==> src/rtl/ltc2333_read_if.sv <==
// rtl/ltc2333_read_if.sv - AXI-Stream result channel between ltc2333_read and its consumer
//
// Signals:
//   tdata  [31:0] : {5'b0, word_idx[2:0], raw[23:0]}
//   tvalid        : word available
//   tready        : consumer accepts
//   tlast         : last word of a frame
// Modports: master (producer side), slave (consumer side).

interface ltc2333_read_if;
    logic [31:0] tdata;
    logic        tvalid;
    logic        tready;
    logic        tlast;

    modport master (output tdata, output tvalid, output tlast, input tready);
    modport slave  (input tdata, input tvalid, input tlast, output tready);
endinterface

==> src/rtl/ltc2333_read.sv <==
// rtl/ltc2333_read.sv - LTC2333 serial result deserializer with output FIFO
//
// Oversamples the echoed scko/sdo pins, assembles N_BITS-bit result words MSB
// first and hands them out through a first-word fall-through FIFO on an
// AXI-Stream master.
//
// Optional feature macro: LTC2333_READ_TLAST_EN
//   defined     : FIFO carries a last flag, m_axis.tlast marks the frame's final word
//   not defined : m_axis.tlast is tied to 0 and the FIFO is one bit narrower
//
// Ports:
//   clk, reset       : fabric clock (>= 4x scko), asynchronous active-high reset
//   frame_start      : one-cycle pulse opening a frame of n_words words (0..8)
//   scko, sdo        : asynchronous serial clock / data from the ADC
//   m_axis           : AXI-Stream master (tdata/tvalid/tready/tlast)
//   frame_done       : one-cycle pulse when a frame completes normally
//   busy_rd          : high while a frame is in progress
//   overflow         : sticky, a word was dropped on a full FIFO
//   timeout          : sticky, a frame aborted for lack of scko edges
//   clear_flags      : synchronous clear of overflow and timeout

module ltc2333_read #(
    parameter int N_BITS         = 24,
    parameter int FIFO_DEPTH     = 8,
    parameter int TIMEOUT_CYCLES = 64
) (
    input  logic                 clk,
    input  logic                 reset,
    input  logic                 frame_start,
    input  logic [3:0]           n_words,
    input  logic                 scko,
    input  logic                 sdo,
    ltc2333_read_if.master       m_axis,
    output logic                 frame_done,
    output logic                 busy_rd,
    output logic                 overflow,
    output logic                 timeout,
    input  logic                 clear_flags
);

    localparam int AW  = $clog2(FIFO_DEPTH);
    localparam int BCW = $clog2(N_BITS + 1);
    localparam int TCW = $clog2(TIMEOUT_CYCLES) + 1;
    localparam logic [AW:0]    FULL_CNT  = (AW + 1)'(FIFO_DEPTH);
    localparam logic [BCW-1:0] LAST_BIT  = BCW'(N_BITS - 1);
    localparam logic [TCW-1:0] TO_LIMIT  = TCW'(TIMEOUT_CYCLES - 1);
`ifdef LTC2333_READ_TLAST_EN
    localparam int W = 28;
`else
    localparam int W = 27;
`endif

    typedef enum logic [1:0] {IDLE, SHIFT, PUSH} state_t;

    state_t          state;
    logic            scko_s1, scko_s2, scko_s3;
    logic            sdo_s1, sdo_s2;
    logic [23:0]     sh;
    logic [BCW-1:0]  bit_cnt;
    logic [TCW-1:0]  to_cnt;
    logic [2:0]      word_idx;
    logic [3:0]      n_lat;

    logic [W-1:0]    mem [FIFO_DEPTH];
    logic [AW-1:0]   wr_ptr, rd_ptr;
    logic [AW:0]     count;

    logic            edge_det, push, pop, full, do_write, is_last;
    logic [W-1:0]    entry;

    // Two-flop synchronizers; scko gets a third stage for rising-edge detect.
    always_ff @(posedge clk or posedge reset) begin
        if (reset) begin
            scko_s1 <= 1'b0;
            scko_s2 <= 1'b0;
            scko_s3 <= 1'b0;
            sdo_s1  <= 1'b0;
            sdo_s2  <= 1'b0;
        end else begin
            scko_s1 <= scko;
            scko_s2 <= scko_s1;
            scko_s3 <= scko_s2;
            sdo_s1  <= sdo;
            sdo_s2  <= sdo_s1;
        end
    end

    assign edge_det = scko_s2 & ~scko_s3;
    assign push     = (state == PUSH);
    assign full     = (count == FULL_CNT);
    assign pop      = m_axis.tvalid & m_axis.tready;
    // At full a simultaneous pop frees the slot being written.
    assign do_write = push & (~full | pop);
    assign is_last  = ({1'b0, word_idx} == (n_lat - 4'd1));

`ifdef LTC2333_READ_TLAST_EN
    assign entry        = {is_last, word_idx, sh};
    assign m_axis.tlast = m_axis.tvalid & mem[rd_ptr][27];
`else
    assign entry        = {word_idx, sh};
    assign m_axis.tlast = 1'b0;
`endif

    assign m_axis.tvalid = (count != '0);
    // Gated so the unreset storage never shows on the bus.
    assign m_axis.tdata  = m_axis.tvalid ? {5'b0, mem[rd_ptr][26:0]} : 32'd0;

    always_ff @(posedge clk or posedge reset) begin
        if (reset) begin
            wr_ptr <= '0;
            rd_ptr <= '0;
            count  <= '0;
        end else begin
            if (do_write) begin
                wr_ptr <= wr_ptr + 1'b1;
            end
            if (pop) begin
                rd_ptr <= rd_ptr + 1'b1;
            end
            if (do_write && !pop) begin
                count <= count + 1'b1;
            end else if (!do_write && pop) begin
                count <= count - 1'b1;
            end
        end
    end

    always_ff @(posedge clk) begin
        if (do_write) begin
            mem[wr_ptr] <= entry;
        end
    end

    always_ff @(posedge clk or posedge reset) begin
        if (reset) begin
            state      <= IDLE;
            sh         <= '0;
            bit_cnt    <= '0;
            to_cnt     <= '0;
            word_idx   <= '0;
            n_lat      <= '0;
            frame_done <= 1'b0;
            busy_rd    <= 1'b0;
            overflow   <= 1'b0;
            timeout    <= 1'b0;
        end else begin
            frame_done <= 1'b0;
            // Cleared first so a flag set later in this cycle takes priority.
            if (clear_flags) begin
                overflow <= 1'b0;
                timeout  <= 1'b0;
            end
            case (state)
                IDLE: begin
                    if (frame_start) begin
                        if (n_words == 4'd0) begin
                            frame_done <= 1'b1;
                        end else begin
                            n_lat    <= n_words;
                            word_idx <= '0;
                            bit_cnt  <= '0;
                            to_cnt   <= '0;
                            busy_rd  <= 1'b1;
                            state    <= SHIFT;
                        end
                    end
                end
                SHIFT: begin
                    if (edge_det) begin
                        sh      <= {sh[22:0], sdo_s2};
                        bit_cnt <= bit_cnt + 1'b1;
                        to_cnt  <= '0;
                        if (bit_cnt == LAST_BIT) begin
                            state <= PUSH;
                        end
                    end else if (to_cnt == TO_LIMIT) begin
                        timeout <= 1'b1;
                        busy_rd <= 1'b0;
                        state   <= IDLE;
                    end else begin
                        to_cnt <= to_cnt + 1'b1;
                    end
                end
                PUSH: begin
                    if (full && !pop) begin
                        overflow <= 1'b1;
                    end
                    word_idx <= word_idx + 1'b1;
                    bit_cnt  <= '0;
                    to_cnt   <= '0;
                    if (is_last) begin
                        frame_done <= 1'b1;
                        busy_rd    <= 1'b0;
                        state      <= IDLE;
                    end else begin
                        state <= SHIFT;
                    end
                end
                default: begin
                    busy_rd <= 1'b0;
                    state   <= IDLE;
                end
            endcase
        end
    end

endmodule

==> src/flat_wrapper.sv <==
// flat-port wrapper written by rule: the top's interface ports become plain ports
module ltc2333_read_flat 
#(
    parameter int N_BITS         = 24,
    parameter int FIFO_DEPTH     = 8,
    parameter int TIMEOUT_CYCLES = 64
)
  (clk, reset, frame_start, n_words, scko, sdo, frame_done, busy_rd, overflow, timeout, clear_flags, m_axis_tdata, m_axis_tvalid, m_axis_tlast, m_axis_tready);
  ltc2333_read_if m_axis_i ();
  input  logic clk;
  input  logic reset;
  input  logic frame_start;
  input  logic [3:0] n_words;
  input  logic scko;
  input  logic sdo;
  output logic frame_done;
  output logic busy_rd;
  output logic overflow;
  output logic timeout;
  input  logic clear_flags;
  output wire logic [$bits(m_axis_i.tdata)-1:0] m_axis_tdata;
  output wire logic [$bits(m_axis_i.tvalid)-1:0] m_axis_tvalid;
  output wire logic [$bits(m_axis_i.tlast)-1:0] m_axis_tlast;
  input wire logic [$bits(m_axis_i.tready)-1:0] m_axis_tready;
  assign m_axis_tdata = m_axis_i.tdata;
  assign m_axis_tvalid = m_axis_i.tvalid;
  assign m_axis_tlast = m_axis_i.tlast;
  assign m_axis_i.tready = m_axis_tready;
  ltc2333_read #(.N_BITS(N_BITS), .FIFO_DEPTH(FIFO_DEPTH), .TIMEOUT_CYCLES(TIMEOUT_CYCLES)) u_core (.clk(clk), .reset(reset), .frame_start(frame_start), .n_words(n_words), .scko(scko), .sdo(sdo), .m_axis(m_axis_i), .frame_done(frame_done), .busy_rd(busy_rd), .overflow(overflow), .timeout(timeout), .clear_flags(clear_flags));
endmodule
==> config.mk <==
export PLATFORM = sky130hd
export DESIGN_NAME = ltc2333_read_flat
export DESIGN_NICKNAME = d
export VERILOG_FILES = /design/src/rtl/ltc2333_read_if.sv /design/src/rtl/ltc2333_read.sv /design/src/flat_wrapper.sv
export SDC_FILE = /design/constraint.sdc
export NUM_CORES = 1
export LEC_CHECK = 0
export ABC_AREA = 1
export CORE_ASPECT_RATIO = 0.5
export CORE_UTILIZATION = 30
export CTS_CLUSTER_DIAMETER = 30
export DETAILED_ROUTE_END_ITERATION = 12
export SYNTH_ARGS = -nofsm -noshare
export SYNTH_HDL_FRONTEND = slang
export SYNTH_SLANG_ARGS = --single-unit
==> constraint.sdc <==
create_clock -name clk -period 6.1 [get_ports clk]
set_input_delay 1.22 -clock clk [delete_from_list [all_inputs] [get_ports clk]]
set_output_delay 1.22 -clock clk [all_outputs]
set_load 0.02 [all_outputs]
==> flow_metrics.env <==
export IMPL_status="completed"
export IMPL_fillers=3527
export IMPL_ff_latch_area_sq_um=8090
export IMPL_worst_pin_slew_ns=1.04
export IMPL_synth_common_cells="edfxtp_1, nor2_1, o21ai_0, nand2_1, dfrtp_1"
export IMPL_clk_pin_slew_ns=0.05
export IMPL_die_width_microns=278
export IMPL_grt_total_usage_pct=12.9
export IMPL_fp_dieH_microns=140
export IMPL_hp_class="flip-flop to flip-flop"
export IMPL_cts_max_level=2
export IMPL_multi_input_area_sq_um=2900
export IMPL_ant_nets=0
export IMPL_drv_slew=0
export IMPL_setup_tns_ns=0
export IMPL_async_reset_ff_share_pct=22.9
export IMPL_core_sq_um=37400
export IMPL_synth_ff_type="edfxtp_1"
export IMPL_worst_slack_ns=1.52
export IMPL_syn_area_sq_um=11400
export IMPL_ys_types=34
export IMPL_ys_seq_area_share_pct=70.9
export IMPL_drt_initial_drc_count=554
export IMPL_vias=7342
export IMPL_p_comb_share_pct=28.5
export IMPL_skew_ns=0.0211
export IMPL_swShare_pct=33.4
export IMPL_dp_hpwl_microns=13200
export IMPL_synth_xor_area_share_pct=0.615
export IMPL_p_per_area_nw_per_um2=512
export IMPL_finalCritPeriodShare_pct=75.1
export IMPL_p_leak_nw=5.12
export IMPL_yosysMostFrequentCell="edfxtp_1"
export IMPL_synth_edff_count=216
export IMPL_holdWs_ns=0.348
export IMPL_synth_top_family_by_area="simple AND/OR/NAND/NOR gates"
export IMPL_cts_setup_buffers=0
export IMPL_rsz0062_at_grt="false"
export IMPL_switchingPower_mw=2.39
export IMPL_antenna_found_initial=0
export IMPL_ir_worst_vdd_mv=0.201
export IMPL_synth_compound_area_share_pct=9.74
export IMPL_grt_overflow=0
export IMPL_via_per_inst=4.70
export IMPL_num_nets_final=1050
export IMPL_io_buffers=42
export IMPL_dieArea_sq_um=38800
export IMPL_tritoncts="yes"
export IMPL_critPathKind="flip-flop to output pin"
export IMPL_place_gp_congestion=0.762
export IMPL_power_frac_seq_pct=34.5
export IMPL_drc=0
export IMPL_max_cap_violations=0
export IMPL_cts_root_buf="clkbuf_16"
export IMPL_synth_simple_gate_area_share_pct=11.1
export IMPL_routedWlPerCell_microns=16.0
export IMPL_endpoint_kind="output pin"
export IMPL_dp_slack_ns=2.05
export IMPL_internal_power_mw=4.78
export IMPL_drive_gt1_share_pct=11.3
export IMPL_synthAdderAreaFrac_pct=1.16
export IMPL_post_route_min_period_ns=4.58
export IMPL_synth_top_cells_by_area="edfxtp_1, dfrtp_1, o21ai_0"
export IMPL_cts_buffer_depth=3
export IMPL_slew_headroom_pct=30.6
export IMPL_cp_startpoint="u_core.rd_ptr[0]"
export IMPL_fmax_mhz=218
export IMPL_synthMuxAreaShare_pct=2.47
export IMPL_totalWireLength_microns=25000
export IMPL_synth_top_area_share_pct=56.9
export IMPL_cts_hold_buffers=0
export IMPL_grt_pass1_wl_microns=39700
export IMPL_dr_pass1_iters=5
export IMPL_cts_resized=0
export IMPL_area_growth_pct=22.7
export IMPL_initial_core_util_pct=30.5
export IMPL_cts_buffers=49
export IMPL_final_hold_viol_count=0
export IMPL_std_cell_rows=50
export IMPL_setup_viol=0
export IMPL_n_antenna_cell=0
export IMPL_cts_sinks=280
export IMPL_required_ns=4.88
export IMPL_synth_seq_cells=280
export IMPL_syn_inst=963
export IMPL_rr_startpoint="u_core.state[1]"
export IMPL_cp_arrival_ns=3.36
export IMPL_start_kind="flip-flop"
export IMPL_grt_pass1_vias=7464
export IMPL_synth_area_leader_cell="edfxtp_1"
export IMPL_p_total_mw=7.17
export IMPL_min_delay_start="u_core.scko_s1"
export IMPL_power_frac_clock_pct=37.0
export IMPL_insertion_delay_ns=0.53
export IMPL_syn_avg_cell_area_sq_um=11.8
export IMPL_grt_max_degree=89
export IMPL_yosys_warnings=0
export IMPL_cp_max_fo=88
export IMPL_io_pins=49
[stage by stage]
| step | utilization (%) | cells | area, sq um |
|---|---|---|---|
| 2_1_floorplan | - | 968 | 11400 |
| 3_5_place_dp | 33.0 | 1472 | 12400 |
| 5_1_grt | 37.4 | 1561 | 14000 |
| 4_1_cts | 37.4 | 1561 | 14000 |
| 3_3_place_gp | 33.0 | 1472 | 12400 |
| 6_report | 37.4 | 1561 | 14000 |
[cells by family after synthesis]
family                   Yosys count
XOR/XNOR                           8
AO/OA/AOI/OAI                    214
AND/OR/NAND/NOR                  320
buffers and inverters            102
other                              1
flip-flops                       280
multiplexers                      28
adder cells (fa/ha/maj)           10
[power by group through the flow]
| stage | clock [mW] | sequential [mW] | combinational, mW |
|---|---|---|---|
| after CTS | 2.70 | 2.48 | 2.07 |
| after global routing | 2.79 | 2.50 | 2.27 |
| after global placement | 0 | 2.49 | 2.02 |
| final | 2.65 | 2.48 | 2.04 |
| after floorplan | 0 | 2.39 | 1.40 |
| after detailed placement | 0 | 2.51 | 2.06 |
[state kept, by name, indices dropped and copies added (netlist names)]
signal / flops
u_core.state: 2
u_core.sdo_s1: 1
u_core.to_cnt: 7
u_core.busy_rd: 1
u_core.mem: 216
u_core.count: 4
u_core.wr_ptr: 3
u_core.n_lat: 4
u_core.scko_s2: 1
u_core.overflow: 1
u_core.scko_s1: 1
u_core.word_idx: 3
u_core.sh: 24
u_core.sdo_s2: 1
u_core.frame_done: 1
u_core.bit_cnt: 5
u_core.rd_ptr: 3
u_core.scko_s3: 1
u_core.timeout: 1
[cell usage in the layout (no fill, tap or decap), types with 6 or more instances in the layout]
cell and n:
clkbuf_16 49, clkdlybuf4s50_1 42, conb_1 6, nor2_2 9
o21ai_0 165, edfxtp_1 216, inv_1 47, o21ai_1 12
clkinv_4 6, o22ai_1 29, a21oi_1 7, nor2_1 186
mux2i_1 27, xor2_1 6, ha_1 9, nand3_1 12
clkinv_2 6, nand2_1 100, buf_4 17, dfrtp_1 62
inv_6 6
[cell type report]
type / count / share of cell area [%]
flip-flops and latches: 280 / 57.8
multi-input cells: 586 / 20.7
clock buffers: 58 / 9.29
well taps: 494 / 4.42
repair buffers: 59 / 3.92
clock inverters: 31 / 2.39
inverters: 53 / 1.42
[routing by layer]
layer / share of wire, % / vias to the layer above / track usage (%)
met2: 51 / 175 / 23.1
li1: - / 3502 / -
met1: 43 / 3629 / 16.0
met5: 0 / - / 0
met4: 1.6 / 0 / 3.66
met3: 4.7 / 36 / 2.47
[path summary, 6_finish.rpt]
check,depth (start not counted),end,slack (ns)
max,6,m_axis_tdata[10],1.52
min,0,u_core.scko_s2,0.35
max reg2reg,12,u_core.count[3],3.63
min reg2reg,0,u_core.scko_s2,0.35
max in group asynchronous,3,u_core.rd_ptr[0],4.13
min in group asynchronous,3,u_core.sh[1],1.31
[critical path, stage by stage (launching register included)]
cell and delay (ns):
dfrtp_4 0.60, buf_4 0.84, o21ai_0 0.22, o21ai_0 0.19, o21ai_0 0.09, nor2_1 0.20
clkdlybuf4s50_1 0.64
Power figures use the tool's default switching activity.
